$ cat src/rtl/unidade_controle.sv
// unidade_controle: multi-cycle control unit in front of the ALU.
// Fetches an instruction over a ready handshake, decodes the opcode, holds
// MULT/DIV for MULDIV_CICLOS execute cycles, samples the ALU branch flag and
// issues register-write / PC-update strobes.
// Ports:
//   clk, rst_n                 clock (rising edge), async active-low reset
//   instrucao_i[31:0]          instruction word; only [31:26] is used here
//   mem_pronta_i               instruction memory has valid data
//   sinal_desvio_i             branch-taken flag from the ALU
//   le_memoria_o               fetch request (high in BUSCA)
//   carrega_ir_o               one-cycle strobe: IR now holds a new word
//   modo_funcao_uc_o[5:0]      ALU function code
//   sel_imediato_o             ALU operand B = immediate (ADDI/SUBI)
//   escreve_reg_o              register-file write strobe
//   incrementa_pc_o            PC+1 strobe
//   carrega_pc_desvio_o        PC<=target strobe
//   halt_o                     sticky stop indicator
//   erro_opcode_o              undefined-opcode pulse
//   estado_o[2:0]              current state, for debug
//   instrucoes_executadas_o    retired-instruction counter (wraps)
module unidade_controle #(
  parameter int unsigned MULDIV_CICLOS = 4,
  parameter int unsigned CONT_LARGURA  = 16
) (
  input  logic                    clk,
  input  logic                    rst_n,
  input  logic [31:0]             instrucao_i,
  input  logic                    mem_pronta_i,
  input  logic                    sinal_desvio_i,
  output logic                    le_memoria_o,
  output logic                    carrega_ir_o,
  output logic [5:0]              modo_funcao_uc_o,
  output logic                    sel_imediato_o,
  output logic                    escreve_reg_o,
  output logic                    incrementa_pc_o,
  output logic                    carrega_pc_desvio_o,
  output logic                    halt_o,
  output logic                    erro_opcode_o,
  output logic [2:0]              estado_o,
  output logic [CONT_LARGURA-1:0] instrucoes_executadas_o
);

  localparam int unsigned CNT_W = 4;
  localparam logic [CNT_W-1:0] MULDIV_CARGA = CNT_W'(MULDIV_CICLOS - 1);
  localparam logic [5:0] MODO_OCIOSO = 6'b111110;

  typedef enum logic [2:0] {
    BUSCA      = 3'd0,
    DECODIFICA = 3'd1,
    EXECUTA    = 3'd2,
    ESCRITA    = 3'd3,
    DESVIO     = 3'd4,
    PARADO     = 3'd5
  } estado_e;

  typedef enum logic [2:0] {
    C_ALU, C_BR, C_JMP, C_NOP, C_HALT, C_UNDEF
  } classe_e;

  // Opcode class decode
  function automatic classe_e classifica(input logic [5:0] op);
    case (op)
      6'b000000, 6'b000001, 6'b000010, 6'b000011, 6'b000100,
      6'b000101, 6'b000110, 6'b000111, 6'b001000, 6'b001001,
      6'b010000, 6'b010001:                         return C_ALU;
      6'b001010, 6'b001011, 6'b001100, 6'b001101: return C_BR;
      6'b001110:                                    return C_JMP;
      6'b111110:                                    return C_NOP;
      6'b111111:                                    return C_HALT;
      default:                                      return C_UNDEF;
    endcase
  endfunction

  estado_e                 state_q, state_d;
  logic [5:0]              ir_q, ir_d;
  logic [CNT_W-1:0]        cnt_q, cnt_d;
  logic                    flag_q, flag_d;
  logic [CONT_LARGURA-1:0] count_q, count_d;
  classe_e                 classe_q, classe_d;
  logic                    retire_c;
  logic                    grupo_exec_c, tomado_c;

  logic       le_q, le_d;
  logic       cir_q, cir_d;
  logic [5:0] modo_q, modo_d;
  logic       sel_q, sel_d;
  logic       esc_q, esc_d;
  logic       inc_q, inc_d;
  logic       cpc_q, cpc_d;
  logic       halt_q, halt_d;
  logic       erro_q, erro_d;

  // Only the opcode field is used by this block
  logic unused_campos;
  assign unused_campos = ^instrucao_i[25:0];

  assign classe_q = classifica(ir_q);

  // Next state plus next value of every registered output
  always_comb begin
    state_d  = state_q;
    ir_d     = ir_q;
    cnt_d    = cnt_q;
    flag_d   = flag_q;
    retire_c = 1'b0;

    case (state_q)
      BUSCA: begin
        if (mem_pronta_i) begin
          ir_d    = instrucao_i[31:26];
          state_d = DECODIFICA;
        end
      end
      DECODIFICA: begin
        case (classe_q)
          C_ALU, C_BR: begin
            state_d = EXECUTA;
            cnt_d   = (ir_q == 6'b000010 || ir_q == 6'b000011) ? MULDIV_CARGA : '0;
          end
          C_JMP:   state_d = DESVIO;
          C_HALT:  state_d = PARADO;
          default: begin
            retire_c = 1'b1;
            state_d  = BUSCA;
          end
        endcase
      end
      EXECUTA: begin
        if (cnt_q != '0) begin
          cnt_d = CNT_W'(cnt_q - 1'b1);
        end else if (classe_q == C_BR) begin
          flag_d  = sinal_desvio_i;
          state_d = DESVIO;
        end else begin
          state_d = ESCRITA;
        end
      end
      ESCRITA, DESVIO: begin
        retire_c = 1'b1;
        state_d  = BUSCA;
      end
      PARADO:  state_d = PARADO;
      default: state_d = BUSCA;
    endcase

    classe_d = classifica(ir_d);
    count_d  = retire_c ? CONT_LARGURA'(count_q + 1'b1) : count_q;

    // Outputs reflect the state being entered, so they line up with it
    grupo_exec_c = (state_d == EXECUTA) || (state_d == ESCRITA) || (state_d == DESVIO);
    tomado_c     = (classe_d == C_JMP) || flag_d;

    le_d   = (state_d == BUSCA);
    cir_d  = (state_d == DECODIFICA);
    modo_d = grupo_exec_c ? ir_d : MODO_OCIOSO;
    sel_d  = grupo_exec_c && (ir_d == 6'b010000 || ir_d == 6'b010001);
    esc_d  = (state_d == ESCRITA);
    inc_d  = (state_d == ESCRITA)
          || ((state_d == DECODIFICA) && (classe_d == C_NOP || classe_d == C_UNDEF))
          || ((state_d == DESVIO) && !tomado_c);
    cpc_d  = (state_d == DESVIO) && tomado_c;
    halt_d = (state_d == PARADO);
    erro_d = (state_d == DECODIFICA) && (classe_d == C_UNDEF);
  end

  // State, datapath and output registers
  always_ff @(posedge clk or negedge rst_n) begin
    if (!rst_n) begin
      state_q <= BUSCA;
      ir_q    <= '0;
      cnt_q   <= '0;
      flag_q  <= 1'b0;
      count_q <= '0;
      le_q    <= 1'b1;
      cir_q   <= 1'b0;
      modo_q  <= MODO_OCIOSO;
      sel_q   <= 1'b0;
      esc_q   <= 1'b0;
      inc_q   <= 1'b0;
      cpc_q   <= 1'b0;
      halt_q  <= 1'b0;
      erro_q  <= 1'b0;
    end else begin
      state_q <= state_d;
      ir_q    <= ir_d;
      cnt_q   <= cnt_d;
      flag_q  <= flag_d;
      count_q <= count_d;
      le_q    <= le_d;
      cir_q   <= cir_d;
      modo_q  <= modo_d;
      sel_q   <= sel_d;
      esc_q   <= esc_d;
      inc_q   <= inc_d;
      cpc_q   <= cpc_d;
      halt_q  <= halt_d;
      erro_q  <= erro_d;
    end
  end

  assign le_memoria_o            = le_q;
  assign carrega_ir_o            = cir_q;
  assign modo_funcao_uc_o        = modo_q;
  assign sel_imediato_o          = sel_q;
  assign escreve_reg_o           = esc_q;
  assign incrementa_pc_o         = inc_q;
  assign carrega_pc_desvio_o     = cpc_q;
  assign halt_o                  = halt_q;
  assign erro_opcode_o           = erro_q;
  assign estado_o                = state_q;
  assign instrucoes_executadas_o = count_q;

endmodule

$ cat config.mk
export PLATFORM = sky130hd
export DESIGN_NAME = unidade_controle
export DESIGN_NICKNAME = d
export VERILOG_FILES = /design/src/rtl/unidade_controle.sv
export SDC_FILE = /design/constraint.sdc
export NUM_CORES = 1
export LEC_CHECK = 0
export CAP_MARGIN = 25
export CORE_MARGIN = 5
export CORE_UTILIZATION = 47
export CTS_CLUSTER_SIZE = 14
export DETAILED_ROUTE_END_ITERATION = 16
export GPL_ROUTABILITY_DRIVEN = 0
export HOLD_SLACK_MARGIN = 0.1
export PLACE_DENSITY_LB_ADDON = 0.15
export SYNTH_ARGS = -nofsm -noshare
export SYNTH_HDL_FRONTEND = slang
export SYNTH_SLANG_ARGS = --single-unit
$ cat constraint.sdc
create_clock -name clk -period 2.45 [get_ports clk]
set_input_delay 0.3675 -clock clk [delete_from_list [all_inputs] [get_ports clk]]
set_output_delay 0.3675 -clock clk [all_outputs]
set_load 0.02 [all_outputs]
### After elaboration in Yosys (flattened, before gate mapping)

Memory sizes are Yosys's and may differ from the RTL's.
Cells that the tools add are included.

| word-level totals | value |
|---|---|
| register bits after elaboration | 44 |
| bits in read-only memories | 384 |
| input port bits | 36 |
| output and inout port bits | 33 |
| word-level logic and storage cells | 80 |
| memories kept | 2 |

Memory list:

| memory | depth | width | rd ports | clocked after Yosys merged registers in | write ports | RTL line | text |
|---|---|---|---|---|---|---|---|
| (no name shown) | 64 | 3 | 1 | 0 | 0 | 62 | `case (op)` |
| (no name shown) | 64 | 3 | 1 | 0 | 0 | 62 |  |

| cells by class | value |
|---|---|
| add/subtract/negate cells | 2 |
| eq/ne operators | 22 |
| mux-type cells | 17 |
| reductions and logical operators | 23 |

Operators by type and width:

| cell | number |
|---|---|
| == test 3 x 2 -> 1 bit (second input constant) | 7 |
| == test 3 bit (second input constant) | 6 |
| two-way mux 6 bit | 3 |
| adder 16 x 1 -> 16 bit (second input constant) | 1 |
| == test 6 x 2 -> 1 bit (second input constant) | 2 |
| == test 6 x 5 -> 1 bit (second input constant) | 2 |
| case mux 3 bit (4 select lines) | 1 |
| == test 3 x 1 -> 1 bit (second input constant) | 3 |
| zero test 3 bit | 3 |
| two-way mux 3 bit | 3 |
| case mux 3 bit (3 select lines) | 1 |
| logical OR 1 bit | 8 |
| two-way mux 4 bit | 2 |
| case mux 4 bit (2 select lines) | 1 |
| logical AND 1 bit | 5 |
| two-way mux 1 bit | 4 |
| != test 2 bit (second input constant) | 2 |
| nonzero test 4 bit | 1 |
| OR reduction 2 bit | 2 |
| OR reduction 4 bit | 1 |
| subtractor 4 x 1 -> 4 bit (second input constant) | 1 |
| AND reduction 3 bit | 1 |
| two-way mux 2 bit | 1 |
| case mux 1 bit (2 select lines) | 1 |
| 2 further kinds | 2 |

### Depth between registers and ports, before layout

An unclocked memory read counts as a cell.

| depth | value |
|---|---|
| depth after elaboration | 9 |
| depth in mapped cells | 8 |
| depth with buffers taken out | 8 |

### Worst setup path after synthesis

OpenSTA, ideal clock, no wires.

| timing | value |
|---|---|
| kind | register to register |
| start point | reg state_q[2], in the netlist estado_o[2] |
| end point | reg inc_q, in the netlist incrementa_pc_o |
| setup time | 0.136 ns |
| data arrival time | 1.964 ns |
| required time | 2.314 ns |
| slack | 0.350 ns |
| stages on the path, launching flop included | 9 |
| path buffers | 2 |
| clock period less this slack | 2.100 ns |
| cell sequence | dfrtp_1 buf_6 or4b_1 buf_6 clkinv_8 mux2i_1 o311ai_1 o31ai_1 o211ai_1 |

| between the ends | value |
|---|---|
| cells in the longest elaborated chain, start to end | 8 |
| elaborated cells between the ends (all ways) | 23 |
| those cells by class | 9 x eq/ne; 5 x mux; 8 x reduce/logical; 1 x memory |

RTL lines:

| element | RTL line | text |
|---|---|---|
| start, declared | 74 | `estado_e state_q, state_d;` |
| start signal, assigned | 184 | `state_q <= state_d;` |
| zero test 3 bit | 107 | `case (state_q)` |
| two-way mux 6 bit | 107 |  |
| memory (64 x 3 bit) | -- |  |
| == test 3 x 2 -> 1 bit, or another cell as far along | 159 | `\|\| ((state_d == DECODIFICA) && (classe_d == C_NOP \|\| classe_d == C_UNDEF))` |
| logical OR 1 bit (on tied branches) | 159, 151 |  |
| logical AND 1 bit / zero test 1 bit (equally long branches) | 159, 160 |  |
| logical OR 1 bit / logical AND 1 bit (equally long branches) | 159, 160 |  |
| logical OR 1 bit * | 160 | `\|\| ((state_d == DESVIO) && !tomado_c);` |
| net inc_d | 88 | `logic inc_q, inc_d;` |
| end signal, assigned | 194 | `inc_q <= inc_d;` |
| end, declared | 88 |  |

Mark *: on every way through the listed nets, which the timed path passes. The rest lies on a longest branch.
A chain may end at the register's enable or synchronous reset.

### Worst setup path in the final report

| timing | value |
|---|---|
| start point | reg cnt_q[0] |
| end point | reg inc_q, in the netlist incrementa_pc_o |

| between the ends | value |
|---|---|
| cells in the longest elaborated chain, start to end | 7 |
| elaborated cells between the ends (all ways) | 14 |
| those cells by class | 3 x eq/ne; 4 x mux; 7 x reduce/logical |

RTL lines:

| element | RTL line | text |
|---|---|---|
| start, declared | 76 | `logic [CNT_W-1:0] cnt_q, cnt_d;` |
| start signal, assigned | 186 | `cnt_q <= cnt_d;` |
| nonzero test 4 bit * | 129 | `if (cnt_q != '0) begin` |
| two-way mux 3 bit / two-way mux 1 bit (equally long branches) | 129 |  |
| case mux 3 bit (4 select lines) / two-way mux 1 bit (equally long branches) | 107 |  |
| == test 3 x 1 -> 1 bit / logical OR 1 bit (equally long branches) | 159, 151 |  |
| logical AND 1 bit / zero test 1 bit (equally long branches) | 159, 160 |  |
| logical OR 1 bit / logical AND 1 bit (equally long branches) | 159, 160 |  |
| logical OR 1 bit * | 160 |  |
| net inc_d | 88 |  |

Marked as above.

==> metrics.csv <==
metric,value,unit
P_int,1.93,mW
die width,79.9,um
largest net degree at the start of global routing,36,
clk buf depth,2,
TritonCTS clock tree,built,
Avg Inst Size Synth,10.0,um2
Worst Path Required,2.65,ns
RSZ-0062 raised after global routing,false,
Logic pwr share,50.4,%
Clock Latency Late Sink,0.30,ns
# Max-Cap Violations,0,
Critical-path top delay cell,or3b_2,
Critical Path End Type,flop,
Pleak,1.35,nW
clk_skew,0.00775,ns
WL final,4960,um
Seq cells post-synth,44,
Slew Limit Headroom,54.3,%
switching power share of the total,41.3,%
detailed-placement wirelength estimate,3750,um
"EDFF count, synth",0,
max incr delay on CP,0.49,ns
DR vias/cell,5.29,
maximum clock frequency,0.448,GHz
Netlist cell types,54,
clock share of power,13.5,%
"Cell Chain, Critical Path",inv_1 > ha_1 > or3b_2 > nor4b_4 > mux2i_1 > nand2_1 > o211ai_1,
total power,3.28,mW
total iterations of the first detailed-routing run,4,
measured slew at the worst slew-check pin,0.682,ns
antenna-violating nets left,0,
hold_ws,0.453,ns
register area share after synthesis,48.3,%
layout cell share with drive strength beyond 1,15.0,%
netlist area before placement,2300,um2
maximum fanout along the worst path,4,
hold_buf cts,1,
Die Y,79.9,um
endpoints failing hold,0,
worst hold path class,primary input to asynchronous set/reset pin,
GRT Util Overall,17.6,%
status,finished clean,
# DRC,0,
maximum VDD drop,702,uV
Antenna diodes,0,
number of global-route vias before repair,1867,
sequential power share,36.1,%
CTS buffer count,5,
Final Critical Period,2.23,ns
net switching power,1.35,mW
port buffer count,42,
Nets,324,
CTS sink cnt,44,
first-pass GRT wire length,8860,um
full die area,6380,um2
R2R Path End,incrementa_pc_o,
Synth Flop Type,dfrtp_1,
reg2reg start,cnt_q[0],
fraction of registers with async set/reset,100,%
via count,1867,
cell count after synthesis,229,
element type at the critical path start,flop,
Clock Tree Root,clkbuf_8,
io pins,69,
WS Path Type,flop to flop,
syn_nets,268,
post-cts sizing count,0,
row count,25,
fin crit share,91.2,%
total grt overflow,0,
Final Max Slew Viols,0,
# H-tree levels,2,
First DRT Iteration DRCs,65,
initial antenna violation count,0,
Post-CTS Repair Setup Buffers,0,
warnings from Yosys,0,
Worst Path Arrival,2.43,ns
final-report setup violation count,0,
Core ar.,4720,um2
Syn-to-layout area delta,28.4,%
R2R depth,7,
P per Cell Area,1110,nW/um2
Initial Utilization,48.6,%
clk slew on worst S/H paths,0.08,ns
flop2flop setup slack,0.22,ns
mean routed wirelength per cell,14.0,um
## cell usage after synthesis, types with 2 or more instances
library cell | n | share of area (%)
xnor2_1 | 3 | 1.1
and3_1 | 2 | 0.54
nand2b_1 | 3 | 0.82
and2_1 | 2 | 0.54
nor2b_1 | 2 | 0.54
buf_6 | 2 | 0.98
or2_2 | 2 | 0.54
nand2_1 | 23 | 3.8
dfstp_2 | 6 | 6.9
nor4_1 | 7 | 1.9
dfrtp_1 | 38 | 41
ha_1 | 3 | 1.6
nand4_1 | 6 | 1.6
nor2_1 | 14 | 2.3
inv_1 | 11 | 1.8
o21a_1 | 3 | 0.98
buf_2 | 7 | 1.5
or3b_1 | 2 | 0.76
nand3_1 | 12 | 2.6
nor3_1 | 15 | 3.3
a211o_1 | 3 | 1.1
a31oi_1 | 2 | 0.54
or3_1 | 4 | 1.1
a41oi_1 | 2 | 0.76
xor2_1 | 13 | 5.0
o21ai_0 | 7 | 1.5
mux2i_1 | 3 | 1.3
a21oi_1 | 6 | 1.3
## power by group through the flow
stage | clock (mW) | combinational (mW) | sequential [mW]
6_report | 0.444 | 1.65 | 1.18
5_1_grt | 0.491 | 1.82 | 1.23
4_1_cts | 0.457 | 1.67 | 1.19
3_5_place_dp | 0 | 1.66 | 1.20
3_3_place_gp | 0 | 1.63 | 1.19
2_1_floorplan | 0 | 0.965 | 1.28
## state kept, by name (all words and copies together) (netlist names)
register,cells
cnt_q,4
escreve_reg_o,1
ir_q,6
instrucoes_executadas_o,16
le_memoria_o,1
flag_q,1
modo_funcao_uc_o,6
carrega_pc_desvio_o,1
erro_opcode_o,1
carrega_ir_o,1
incrementa_pc_o,1
halt_o,1
sel_imediato_o,1
estado_o,3
## worst max path at each step
| stage | end | cells past startpoint | slack (ns) | from |
|---|---|---|---|---|
| 6_report | incrementa_pc_o | 7 | 0.22 | cnt_q[0] |
| 5_1_grt | incrementa_pc_o | 7 | 0.04 | cnt_q[0] |
| 4_1_cts | incrementa_pc_o | 8 | 0.19 | mem_pronta_i |
| 3_5_place_dp | incrementa_pc_o | 8 | -0.11 | mem_pronta_i |
| 3_3_place_gp | incrementa_pc_o | 8 | -0.13 | mem_pronta_i |
| 2_1_floorplan | incrementa_pc_o | 8 | 0.35 | estado_o[2] |
## worst max-delay path, delay by kind of cell (launching register included)
kind                     cells  cell delay (ns)
AND/OR/NAND/NOR              3             0.93
flip-flops                   1             0.42
multiplexers                 1             0.31
AO/OA/AOI/OAI                1             0.22
adder cells (fa/ha/maj)      1             0.16
buffers and inverters        1             0.09
## cell usage in the layout, fill, tap and decap left out, drive strengths merged, types with 4 or more instances in the layout
cell           instances
dfstp                  6
or3                    4
nand4                  6
clkdlybuf4s50         41
xor2                  13
clkbuf                 6
dfrtp                 38
nand3                 12
o21ai                  7
nor4                   7
nand2                 23
buf                   18
inv                   11
a21oi                  7
nor3                  15
nor2                  14
## cell type report
type / instances / area [um2]
Multi-Input combinational cell: 162 / 1060
Tap cell: 67 / 83.8
Sequential cell: 44 / 1110
Clock inverter: 2 / 12.5
Timing Repair Buffer: 60 / 553
Inverter: 12 / 57.6
Clock buffer: 6 / 72.6
Fill cell: 415 / 1770
## layer usage
| layer | GRT usage (%) | vias up | part of all wire, % |
|---|---|---|---|
| met3 | 4.51 | 6 | 4.3 |
| met2 | 27.4 | 33 | 46 |
| li1 | - | 927 | - |
| met1 | 24.5 | 901 | 49 |
| met5 | 0 | - | 0 |
| met4 | 4.05 | 0 | 1.0 |
## logic make-up after synthesis
| logic type | synth area share (%) |
|---|---|
| and+or+nand+nor | 23.9 |
| DFF | 48.3 |
| AOI/OAI and AO/OA | 12.8 |
| buffers and inverters | 5.50 |
| xor gates and xnor gates | 6.10 |
| muxes | 1.80 |
| adders and majority gates | 1.64 |
## metrics by stage
step | cell area, um2 | cells | setup TNS, ns | setup slack, ns | util, %
2_1_floorplan | 2300 | 229 | 0 | 0.350 | -
3_3_place_gp | 2850 | 344 | -0.132 | -0.132 | 60.4
3_5_place_dp | 2850 | 344 | -0.109 | -0.109 | 60.4
4_1_cts | 2950 | 353 | 0 | 0.190 | 62.4
5_1_grt | 2950 | 353 | 0 | 0.0414 | 62.4
6_report | 2950 | 353 | 0 | 0.216 | 62.4
(Power assumes the default switching activity.)
